===== config.mk =====
export PLATFORM = sky130hd
export DESIGN_NAME = clock_key_ctrl
export DESIGN_NICKNAME = d
export VERILOG_FILES = /design/src/rtl/clock_key_ctrl_pkg.sv /design/src/rtl/clock_key_ctrl_debounce.sv /design/src/rtl/clock_key_ctrl.sv
export SDC_FILE = /design/constraint.sdc
export NUM_CORES = 1
export LEC_CHECK = 0
export ABC_AREA = 1
export CAP_MARGIN = 30
export CORE_ASPECT_RATIO = 0.9
export CORE_MARGIN = 2
export CORE_UTILIZATION = 50
export CTS_BUF_LIST = sky130_fd_sc_hd__clkbuf_8
export CTS_CLUSTER_SIZE = 20
export DETAILED_ROUTE_END_ITERATION = 10
export PLACE_DENSITY = 0.69
export SLEW_MARGIN = 30
export SYNTH_ARGS = -nofsm -noshare
export SYNTH_HDL_FRONTEND = slang
export SYNTH_SLANG_ARGS = --single-unit

===== constraint.sdc =====
create_clock -name clk -period 2.6 [get_ports clk]
set_clock_uncertainty 0.2 [all_clocks]
set_input_delay 0.52 -clock clk [delete_from_list [all_inputs] [get_ports clk]]
set_output_delay 0.52 -clock clk [all_outputs]
set_load 0.02 [all_outputs]

===== src/rtl/clock_key_ctrl_pkg.sv =====
// Shared encodings for the front-panel key controller.
// Mode one-hots, add_key bit positions and target selects.
package clock_key_ctrl_pkg;

    localparam logic [2:0] MODE_RUN  = 3'b000;
    localparam logic [2:0] MODE_HOUR = 3'b100;
    localparam logic [2:0] MODE_MIN  = 3'b010;
    localparam logic [2:0] MODE_SEC  = 3'b001;

    localparam int ADD_INC = 0;
    localparam int ADD_DEC = 1;
    localparam int ADD_REP = 2;

    localparam logic [1:0] TCK_TIME  = 2'b01;
    localparam logic [1:0] TCK_ALARM = 2'b10;

    function automatic logic [2:0] next_mode(
        input logic [2:0] m
    );
        logic [2:0] n;
        n = MODE_RUN;
        unique case (1'b1)
            (m == MODE_RUN):  n = MODE_HOUR;
            (m == MODE_HOUR): n = MODE_MIN;
            (m == MODE_MIN):  n = MODE_SEC;
            default:          n = MODE_RUN;
        endcase
        return n;
    endfunction

    function automatic logic [15:0] sat_inc(
        input logic [15:0] v
    );
        return (v == 16'hFFFF) ? v : v + 16'd1;
    endfunction

endpackage


===== src/rtl/clock_key_ctrl_debounce.sv =====
// Two-flop synchronizer plus tick-based debouncer for one key.
// Emits a one-clk press pulse on each accepted rising edge.
module key_debounce
    import clock_key_ctrl_pkg::*;
#(
    parameter int DEBOUNCE_MS = 20
) (
    input  logic clk,
    input  logic reset,
    input  logic tick_1ms,
    input  logic key_raw,
    output logic level,
    output logic press
);

    logic        s1;
    logic        s2;
    logic [15:0] cnt;

    always_ff @(posedge clk) begin
        if (reset) begin
            s1    <= 1'b0;
            s2    <= 1'b0;
            level <= 1'b0;
            press <= 1'b0;
            cnt   <= '0;
        end else begin
            s1    <= key_raw;
            s2    <= s1;
            press <= 1'b0;
            // any bounce back to the current level restarts the count
            if (s2 == level) begin
                cnt <= '0;
            end else if (tick_1ms) begin
                if (cnt >= 16'(DEBOUNCE_MS - 1)) begin
                    level <= s2;
                    press <= s2;
                    cnt   <= '0;
                end else begin
                    cnt <= sat_inc(cnt);
                end
            end
        end
    end

endmodule


===== src/rtl/clock_key_ctrl.sv =====
// Front-panel key controller: debounce, set-mode FSM,
// idle timeout, time/alarm select and up-key auto-repeat.
module clock_key_ctrl
    import clock_key_ctrl_pkg::*;
#(
    parameter int DEBOUNCE_MS   = 20,
    parameter int LONG_PRESS_MS = 1000,
    parameter int REPEAT_MS     = 200,
    parameter int TIMEOUT_MS    = 10000
) (
    input  logic       clk,
    input  logic       reset,
    input  logic       tick_1ms,
    input  logic       key_mode,
    input  logic       key_up,
    input  logic       key_down,
    input  logic       key_sel,
    output logic [1:0] time_clock_key,
    output logic [2:0] mode_key,
    output logic [2:0] add_key
);

    logic [3:0]  raw;
    logic [3:0]  lvl;
    logic [3:0]  prs;
    logic        mode_p;
    logic        up_p;
    logic        down_p;
    logic        sel_p;
    logic        up_lvl;
    logic        any_press;
    logic [15:0] idle_cnt;
    logic [15:0] rep_cnt;
    logic [15:0] rep_target;
    logic        rep_active;
    logic        rep_phase;
    logic        rep_fire;
    logic        set_mode;
    logic [2:0]  add_next;
    wire         lvl_unused = ^{lvl[3:2], lvl[0]};

    assign raw = {key_sel, key_down, key_up, key_mode};

    for (genvar g = 0; g < 4; g++) begin : g_deb
        key_debounce #(
            .DEBOUNCE_MS(DEBOUNCE_MS)
        ) u_deb (
            .clk     (clk),
            .reset   (reset),
            .tick_1ms(tick_1ms),
            .key_raw (raw[g]),
            .level   (lvl[g]),
            .press   (prs[g])
        );
    end

    assign mode_p    = prs[0];
    assign up_p      = prs[1];
    assign down_p    = prs[2];
    assign sel_p     = prs[3];
    assign up_lvl    = lvl[1];
    assign any_press = |prs;
    assign set_mode  = (mode_key != MODE_RUN);

    always_comb begin
        rep_target = rep_phase ? 16'(REPEAT_MS - 1)
                               : 16'(LONG_PRESS_MS - 1);
        rep_fire   = rep_active && up_lvl && tick_1ms &&
                     !up_p && !down_p &&
                     (rep_cnt >= rep_target);
        add_next   = '0;
        // mode press wins; simultaneous up+down cancels
        if (set_mode && !mode_p) begin
            if (up_p && !down_p)
                add_next[ADD_INC] = 1'b1;
            else if (down_p && !up_p)
                add_next[ADD_DEC] = 1'b1;
            else if (rep_fire)
                add_next[ADD_REP] = 1'b1;
        end
    end

    always_ff @(posedge clk) begin
        if (reset) begin
            time_clock_key <= TCK_TIME;
            mode_key       <= MODE_RUN;
            add_key        <= '0;
            idle_cnt       <= '0;
            rep_cnt        <= '0;
            rep_active     <= 1'b0;
            rep_phase      <= 1'b0;
        end else begin
            add_key <= add_next;

            if (mode_p)
                mode_key <= next_mode(mode_key);
            else if (set_mode && tick_1ms &&
                     idle_cnt >= 16'(TIMEOUT_MS - 1))
                mode_key <= MODE_RUN;

            if (sel_p && !set_mode)
                time_clock_key <= ~time_clock_key;

            if (!set_mode || any_press)
                idle_cnt <= '0;
            else if (tick_1ms)
                idle_cnt <= sat_inc(idle_cnt);

            // long-press wait first, then fixed repeat period
            if (down_p || !up_lvl) begin
                rep_active <= 1'b0;
                rep_phase  <= 1'b0;
                rep_cnt    <= '0;
            end else if (up_p) begin
                rep_active <= 1'b1;
                rep_phase  <= 1'b0;
                rep_cnt    <= '0;
            end else if (rep_active && tick_1ms) begin
                if (rep_cnt >= rep_target) begin
                    rep_cnt   <= '0;
                    rep_phase <= 1'b1;
                end else begin
                    rep_cnt <= sat_inc(rep_cnt);
                end
            end
        end
    end

endmodule

Yosys cells after proc, flatten, opt, wreduce, memory -nomap -nowiden
Cells that the tools add are included.
Cells by class
  add/subtract/negate cells: 6
  order comparisons: 6
  eq/ne operators: 17
  multiplexer cells: 17
  bitwise logic cells: 12
  reduce and logical (&&, ||, !) cells: 48
Operators with widths (count)
  16-bit two-way mux: 10
  16-bit by 1-bit adder with 16-bit output, second input constant: 6
  16-bit equality test, second input constant: 6
  16-bit by 5-bit greater-or-equal comparator with 1-bit output, second input constant: 4
  4-bit OR reduction: 6
  16-bit by 10-bit greater-or-equal comparator with 1-bit output: 1
  16-bit by 14-bit greater-or-equal comparator with 1-bit output, second input constant: 1
  2-bit AND reduction: 7
  2-bit OR reduction: 7
  1-bit logical AND: 12
  3-bit AND reduction: 4
  1-bit NOT: 11
  10-bit two-way mux: 1
  3-bit case mux with 3 select lines: 1
  2-bit by 1-bit != test with 1-bit output, second input constant: 4
  3-bit two-way mux: 2
  3-bit OR reduction: 2
  1-bit zero test: 5
  1-bit equality test: 4
  3-bit by 2-bit equality test with 1-bit output, second input constant: 1
  3-bit equality test, second input constant: 1
  3-bit zero test: 1
  1-bit two-way mux: 3
  3-bit nonzero test: 1
  other kinds (4): 5
Word-level totals
  register bits: 122
  input bits: 7
  output and inout bits: 8
  logic and storage cells: 135

Logic depth before layout (Yosys ltp)
Gate-level depths: netlist (run 1).
  depth after elaboration: 6
  depth in mapped cells: 11
  gate-level depth less buffers: 11

Cells and area by module
From an unflattened synthesis (run 1), not the netlist that was laid out.
Second synthesis, totals
  cell total of the unflattened synthesis: 722
  area total of the unflattened synthesis: 5417.7 um^2
Modules (own cells, without submodules)
  key_debounce: instances 4, cells each 98, area each 787.0 um^2, seq. area each 400.4 um^2
  clock_key_ctrl: instances 1, cells each 330, area each 2269.7 um^2, seq. area each 840.8 um^2

Worst setup path after synthesis (run 1)
OpenSTA, ideal clock, no wires.
  kind: reg-to-reg
  from: register rep_phase
  to: register rep_cnt[0]
  arrival: 1.466 ns
  data required time: 2.330 ns
  setup slack: 0.864 ns
  cell stages (with the launch flop): 8
  cells stage by stage: dfxtp_1 ha_1 a21oi_1 nand2_1 nor2_1 nand2_1 or2_2 a21oi_1
Between the ends
  word-level cells in the longest chain between the ends: 4
  elaborated cells on any way between the ends: 5
  classes of those cells: order compare (1); eq/ne (1); mux (2); reduce/logical (1)
RTL lines
  start, declared: RTL line clock_key_ctrl.sv:36  | logic rep_phase;
  start signal, assigned: RTL line clock_key_ctrl.sv:91  | rep_phase <= 1'b0;
  start signal, assigned: RTL line clock_key_ctrl.sv:112  | rep_phase <= 1'b0;
  start signal, assigned: RTL line clock_key_ctrl.sv:116  | rep_phase <= 1'b0;
  10-bit two-way mux *: RTL line clock_key_ctrl.sv:66  | rep_target = rep_phase ? 16'(REPEAT_MS - 1)
  16-bit by 10-bit greater-or-equal comparator with 1-bit output *: RTL line clock_key_ctrl.sv:119  | if (rep_cnt >= rep_target) begin
  2-bit != test (no line)
  2-bit AND reduction (no line)
  end signal, assigned: RTL line clock_key_ctrl.sv:123  | rep_cnt <= sat_inc(rep_cnt);
  end, declared: RTL line clock_key_ctrl.sv:33  | logic [15:0] rep_cnt;
Every way passes the cells marked *; elsewhere a longest branch is shown, timed or not.
A chain may end at the register's enable or synchronous reset.

Final worst setup path (run 1)
  from: register mode_key[2]
  to: output port mode_key[2]
RTL lines
  start, declared: RTL line clock_key_ctrl.sv:19  | output logic [2:0] mode_key,
  start signal, assigned: RTL line clock_key_ctrl.sv:96  | mode_key <= next_mode(mode_key);
No word-level cell between the ends.

==> results of run 1 <==
==> state kept, by name, summed over array words and instances, names as in the netlist <==
| name | flops |
|---|---|
| rep_phase | 1 |
| idle_cnt | 16 |
| g_deb.u_deb.level | 4 |
| g_deb.u_deb.cnt | 64 |
| mode_key | 3 |
| g_deb.u_deb.press | 4 |
| g_deb.u_deb.s2 | 4 |
| g_deb.u_deb.s1 | 4 |
| add_key | 3 |
| rep_cnt | 16 |
| rep_active | 1 |
| time_clock_key | 2 |
==> final timing paths <==
| check | from | end | slack, ns | cells after the start |
|---|---|---|---|---|
| worst max-delay path | mode_key[2]$_SDFFE_PP0P_ | mode_key[2] | 0.37 | 1 |
| worst max register to register | rep_phase$_SDFFE_PP0P_ | rep_cnt[0]$_SDFFE_PP0P_ | 0.54 | 7 |
| worst min-delay path | g_deb[0].u_deb.s1$_SDFF_PP0_ | g_deb[0].u_deb.s2$_SDFF_PP0_ | 0.21 | 2 |
| worst min register to register | g_deb[0].u_deb.s1$_SDFF_PP0_ | g_deb[0].u_deb.s2$_SDFF_PP0_ | 0.21 | 2 |
==> worst min-delay path, cell delays in order, from the launching register on <==
cell,delay [ns]
dfxtp_1,0.30
inv_1,0.04
nor2_1,0.03
==> synthesized netlist by cell type (5+ instances only) <==
library cell,count,area (um2)
a21oi_1,33,165.2
a21oi_2,5,43.79
buf_2,7,35.03
clkbuf_1,9,33.78
dfxtp_1,122,2442
ha_1,11,137.6
inv_1,90,337.8
nand2_1,145,544.3
nand2_2,6,37.54
nand3_1,48,240.2
nand4_1,18,112.6
nor2_1,108,405.4
nor2_2,5,31.28
nor3_1,41,205.2
o21ai_0,9,45.04
xnor2_1,5,43.79
xor2_1,11,96.34
==> metal layers <==
layer / track usage (%) / up-vias / part of all wire [%]
met2: 32.69 / 56 / 48
met5: 0 / - / 0
met3: 4.931 / 10 / 2.8
li1: - / 2281 / -
met4: 8.737 / 0 / 1.3
met1: 23.11 / 1977 / 48
==> power by group through the flow <==
stage	sequential, W	clock [W]	combinational, W
final	0.00188	0.00183	0.0000765
after detailed placement	0.00192	0	0.0000770
after global routing	0.00188	0.00195	0.0000862
after global placement	0.00192	0	0.0000750
after CTS	0.00188	0.00187	0.0000775
after floorplan	0.00192	0	0.0000545
==> cells by family (layout without fill, tap and decap cells) <==
group	Yosys count	in the layout	share of synthesized area [%]
AO/OA/AOI/OAI	58	58	6.434
XOR/XNOR	16	16	2.699
adder cells (fa/ha/maj)	11	11	2.651
buffers and inverters	115	150	8.771
flip-flops	122	122	47.04
AND/OR/NAND/NOR	384	384	32.41
==> cell type report <==
class	instances	area [um2]	share of cell area, %
flip-flops and latches	122	2442	41.39
repair buffers	25	217.7	3.690
clock buffers	19	261.5	4.432
clock inverters	13	173.9	2.947
multi-input cells	469	2295	38.89
well taps	129	161.4	2.735
inverters	93	349.1	5.916
==> stage by stage <==
| stage | std cells | utilization (%) | setup slack [ns] | hold WS (ns) | area (um2) |
|---|---|---|---|---|---|
| floorplan | 706 | - | 0.8639 | 0.1883 | 5192 |
| global placement | 838 | 53.79 | 0.2787 | 0.1973 | 5465 |
| detailed placement | 838 | 53.79 | 0.1681 | 0.1990 | 5465 |
| CTS | 870 | 58.08 | 0.3536 | 0.2124 | 5901 |
| global route | 870 | 58.08 | 0.2971 | 0.2326 | 5901 |
| finish | 870 | 58.08 | 0.3746 | 0.2095 | 5901 |
==> impl_metrics.toml, run 1 <==
[global_routing]
antenna_found_initial = 0
grtUsageTotal_pct = 19.20
grt_pass1_wl_um = 17550
grt_overflow_total = 0
grt_pass1_vias = 4116
grt_max_degree = 33

[clocking]
cts_max_path_buffers = 2
cts_root_buf = "clkbuf_8"
cts_buffers = 17
cts_setup_buffers = 0
h-tree-depth = 4
path_clk_slew_ns = 0.07
cts_tree = "built"
clkSinkCount = 122
post_cts_resized = 0
clk_latency_ns = 0.43
ctsHoldBuffers = 0

[worst_setup_path]
start_kind = "register"
required_ns = 1.88
critPathMaxStageDelay_ns = 0.65
cp_top_family = "buffers and inverters"
cpMaxStageDelayCell = "clkdlybuf4s50_1"
end_kind = "output pin"
worstPathArrival_ns = 1.51
crit_fanout = 6
worst-setup-path-type = "reg -> out"
path_buf_inv = 1
worstPathCellList = "clkdlybuf4s50_1"

[logic_synthesis]
ys_async_sr_fraction_pct = 0
ys_seq_elements = 122
synth.avg_cell_area_um2 = 7.355
synth_edf_count = 0
netlist_area_um2 = 5192
syn_nets = 724
yosysUniqueCellTypes = 38
netlist_instances = 706
ys.warnings.count = 0
ys_seq_area_share_pct = 47.04
synthFlopType = "dfxtp_1"

[timing]
fmax_mhz = 449.4
fin_crit_sh_pct = 85.59
hold_viol_final = 0
setup_viol = 0
rsz0062_at_grt = "no"
worst_pin_slew_ns = 0.6448
finalCriticalPeriod_ns = 2.225
slew_headroom_pct = 56.75
setup-tns-final_ns = 0
slew_violations = 0

[finish]
fillCellCount = 937
final_common_cell = "nand2_1"
diodes = 0
drive_gt1_share_pct = 9.582
nets = 746
area.growth.synth_to_final_pct = 13.64
final_cell_mix = "nand2_1 (145), dfxtp_1 (122), nor2_1 (108), inv_1 (91), nand3_1 (48)"

[pwr]
switching_share_pct = 21.03
ir_drop_mv = 0.6065
seqPwrFrac_pct = 49.7
p_total_w = 0.003781
p_switching_w = 0.0007951
pwr_density_cell_nw_per_um2 = 640.8
pwr-share-clk_pct = 48.3
leakagePower_nw = 2.430
p_int_w = 0.002986
pwr-share-comb_pct = 2.0

[die]
die_h_um = 100.7
start_util_pct = 51.11
dieWidth_um = 111.4
dieArea_um2 = 11220
pin_count = 15
floorplan.rows = 35
core_area_um2 = 10160

[placement]
hpwl_um = 6952
portBuffers = 14
place_congestion = 0.8443

[drt]
drtAntennaViolNets = 0
drc = 0
wl_per_cell_um = 11.41
vias = 4324
vias_per_cell = 4.970
firstDrtPassIters = 5
drt_iter0_drc = 273
wirelength_um = 9926

[job]
drv_cap = 0

[worst_hold_path]
hold_path.class = "reg -> reg"

[run_status]
status = "finished, final reports clean"
(Power assumes the default switching activity.)
==> run 2, diff against run 1 <==
ABC_AREA = unset   (was 1)
SETUP_SLACK_MARGIN = 0.05   (was unset)
==> run 2 against run 1 <==
  * Count of clock-buffer cells in the layout shrank 1
  * Sequential power about the same
  * Via count down 1.8%
  * Fmax shrank 8.0%
  * First-iteration DRC count decreased by 38%
  * Wire length up 2.0%
  * Power fell by 7.7%
  * Critical path type is now reg -> reg
  * Largest power group unchanged
==> impl_metrics.toml, run 2 <==
[run_status]
status = "finished, final reports clean"

[pwr]
pwr-share-clk_pct = 44.3
seqPwrFrac_pct = 53.9
pwr_density_cell_nw_per_um2 = 602.6
p_total_w = 0.003489
pwr-share-comb_pct = 1.8
leakagePower_nw = 1.930
switching_share_pct = 21.18
p_int_w = 0.002750
ir_drop_mv = 0.5811
p_switching_w = 0.0007392

[timing]
finalCriticalPeriod_ns = 2.420
worst_pin_slew_ns = 0.5645
whs_ns = 0.2381
setup-tns-final_ns = 0
setup_viol = 0
slew_headroom_pct = 62.08
fmax_mhz = 413.3
slew_violations = 0
rsz0062_at_grt = "no"
hold_viol_final = 0
fin_crit_sh_pct = 93.06

[worst_setup_path]
r2r_slack_ns = 0.18
start_kind = "register"
regToRegEndpoint = "rep_cnt[2]$_SDFFE_PP0P_"
required_ns = 2.74
crit_fanout = 7
timing.rr.start = "rep_cnt[0]$_SDFFE_PP0P_"
worst-setup-path-type = "reg -> reg"
worstPathArrival_ns = 2.56
rr_worst_depth = 7
end_kind = "register"

[clocking]
cts_root_buf = "clkbuf_8"
cts_setup_buffers = 0
h-tree-depth = 4
cts_max_path_buffers = 2
cts_buffers = 17
cts_tree = "built"
path_clk_slew_ns = 0.07
ctsHoldBuffers = 0
clkSinkCount = 122
post_cts_resized = 0
clk_latency_ns = 0.42

[global_routing]
grt_busiest_layer = "met2"
grt_pass1_vias = 3974
grt_max_degree = 30
antenna_found_initial = 0
grt.met3_usage_pct = 4.771
use_met1_pct = 24.09
grt_overflow_total = 0
grt_pass1_wl_um = 17460
grtUsageTotal_pct = 19.03
met2_usage_pct = 31.10

[logic_synthesis]
syn_nets = 605
netlist_area_um2 = 5100
ys_seq_area_share_pct = 47.89
yosysUniqueCellTypes = 48
synth_area_leaders = "dfxtp_1 (48%), nor2_1 (9.0%), nand2_1 (3.2%)"
synth_top_area_share_pct = 47.89
ys_seq_elements = 122
synthTopCellsByCount = "dfxtp_1 (122), nor2_1 (122), nand2_1 (43)"
ys.warnings.count = 0
synthFlopType = "dfxtp_1"
synth_edf_count = 0
netlist_instances = 587
synth_top_area_cell = "dfxtp_1"
ys_async_sr_fraction_pct = 0
synth.avg_cell_area_um2 = 8.688

[finish]
final_cell_mix = "nor2_1 (122), dfxtp_1 (122), nand2_1 (43), nor3_1 (28)"
fin_area_um2 = 5791
utilization_pct = 59.18
area.growth.synth_to_final_pct = 13.54
reg.largest.list = "g_deb.u_deb.cnt: 64 flops, idle_cnt: 16 flops, rep_cnt: 16 flops"
regMostFlops = "g_deb.u_deb.cnt"
diodes = 0
drive_gt1_share_pct = 8.147
nets = 632
largest_reg_flops = 64

[drt]
firstDrtPassIters = 5
vias = 4245
wirelength_um = 10120
drtAntennaViolNets = 0
drc = 0
drt_iter0_drc = 169
wl_per_cell_um = 13.46
vias_per_cell = 5.645

[placement]
portBuffers = 14
hpwl_um = 7062
place_area_um2 = 5428
place_congestion = 0.8534

[job]
drv_cap = 0

[die]
core_area_um2 = 9784
die_h_um = 99.81
pin_count = 15
dieWidth_um = 110.5
floorplan.rows = 34
start_util_pct = 52.12
dieArea_um2 = 11020

[worst_hold_path]
hold_path.class = "reg -> reg"
whs_path_depth = 1
min_to = "g_deb[3].u_deb.s2$_SDFF_PP0_"
hold_start = "g_deb[3].u_deb.s1$_SDFF_PP0_"
[run 2: cell types whose count changed after synthesis, moves of 13 or more]
cell,change
nand2_1,-102
a41oi_1,+16
inv_1,-83
a31oi_1,+22
nand3_1,-24
nor3_1,-13
nor2_1,+14
nor4_1,+14
[run 2: cells by family (layout without fill, tap and decap cells)]
family                     after synthesis  count (layout)  synth area share [%]
and+or+nand+nor                        300             300                 28.61
AOI/OAI and AO/OA                       90              90                 12.19
xor gates and xnor gates                30              30                 5.152
buffers and inverters                   30              69                 2.674
DFF                                    122             122                 47.89
adders and majority gates               11              11                 2.699
muxes                                    4               4                0.7851
[run 2: how the worst max path moves through the flow]
stage,from,endpoint,slack (ns),cells after the start
6_report,rep_cnt[0]$_SDFFE_PP0P_,rep_cnt[2]$_SDFFE_PP0P_,0.18,7
2_1_floorplan,rep_cnt[0]$_SDFFE_PP0P_,rep_cnt[4]$_SDFFE_PP0P_,0.36,6
3_5_place_dp,tick_1ms,g_deb[1].u_deb.cnt[1]$_SDFFE_PP0P_,0.04,5
5_1_grt,rep_cnt[0]$_SDFFE_PP0P_,rep_cnt[2]$_SDFFE_PP0P_,0.05,7
3_3_place_gp,tick_1ms,g_deb[1].u_deb.cnt[1]$_SDFFE_PP0P_,0.11,5
4_1_cts,rep_cnt[0]$_SDFFE_PP0P_,rep_cnt[2]$_SDFFE_PP0P_,0.16,7
[run 2: layer usage]
layer / wire length [um] / up-vias
met4: 142 / 0
li1: - / 2166
met1: 5027 / 1998
met3: 338 / 15
met2: 4613 / 66
met5: 0 / -
[run 2: power groups by stage]
stage / registers (W) / clock network [W] / logic (W)
after floorplan: 0.00192 / 0 / 0.0000381
after global routing: 0.00188 / 0.00166 / 0.0000706
after global placement: 0.00192 / 0 / 0.0000619
after detailed placement: 0.00192 / 0 / 0.0000634
final: 0.00188 / 0.00155 / 0.0000635
after CTS: 0.00188 / 0.00158 / 0.0000639
[run 2: stage by stage]
stage	instances	worst slack [ns]
after floorplan	587	0.3611
after global placement	721	0.1136
after detailed placement	721	0.03671
after CTS	752	0.1635
after global routing	752	0.05053
final	752	0.1805
[run 2: critical path, cell delays in order (launching register included)]
cell and delay (ns):
dfxtp_1 0.35, ha_1 0.29, a2111oi_2 0.42, nor4_2 0.09, a2111oi_4 0.48, buf_4 0.23
nand4b_1 0.10, a31oi_1 0.19
[run 2: cell type report]
cell class              instances  area (um2)
inverters                       7       26.28
well taps                     126       157.7
multi-input cells             435        2521
flip-flops and latches        122        2442
clock buffers                  18       247.7
fillers                       872        3994
clock inverters                13       115.1
repair buffers                 31       280.3
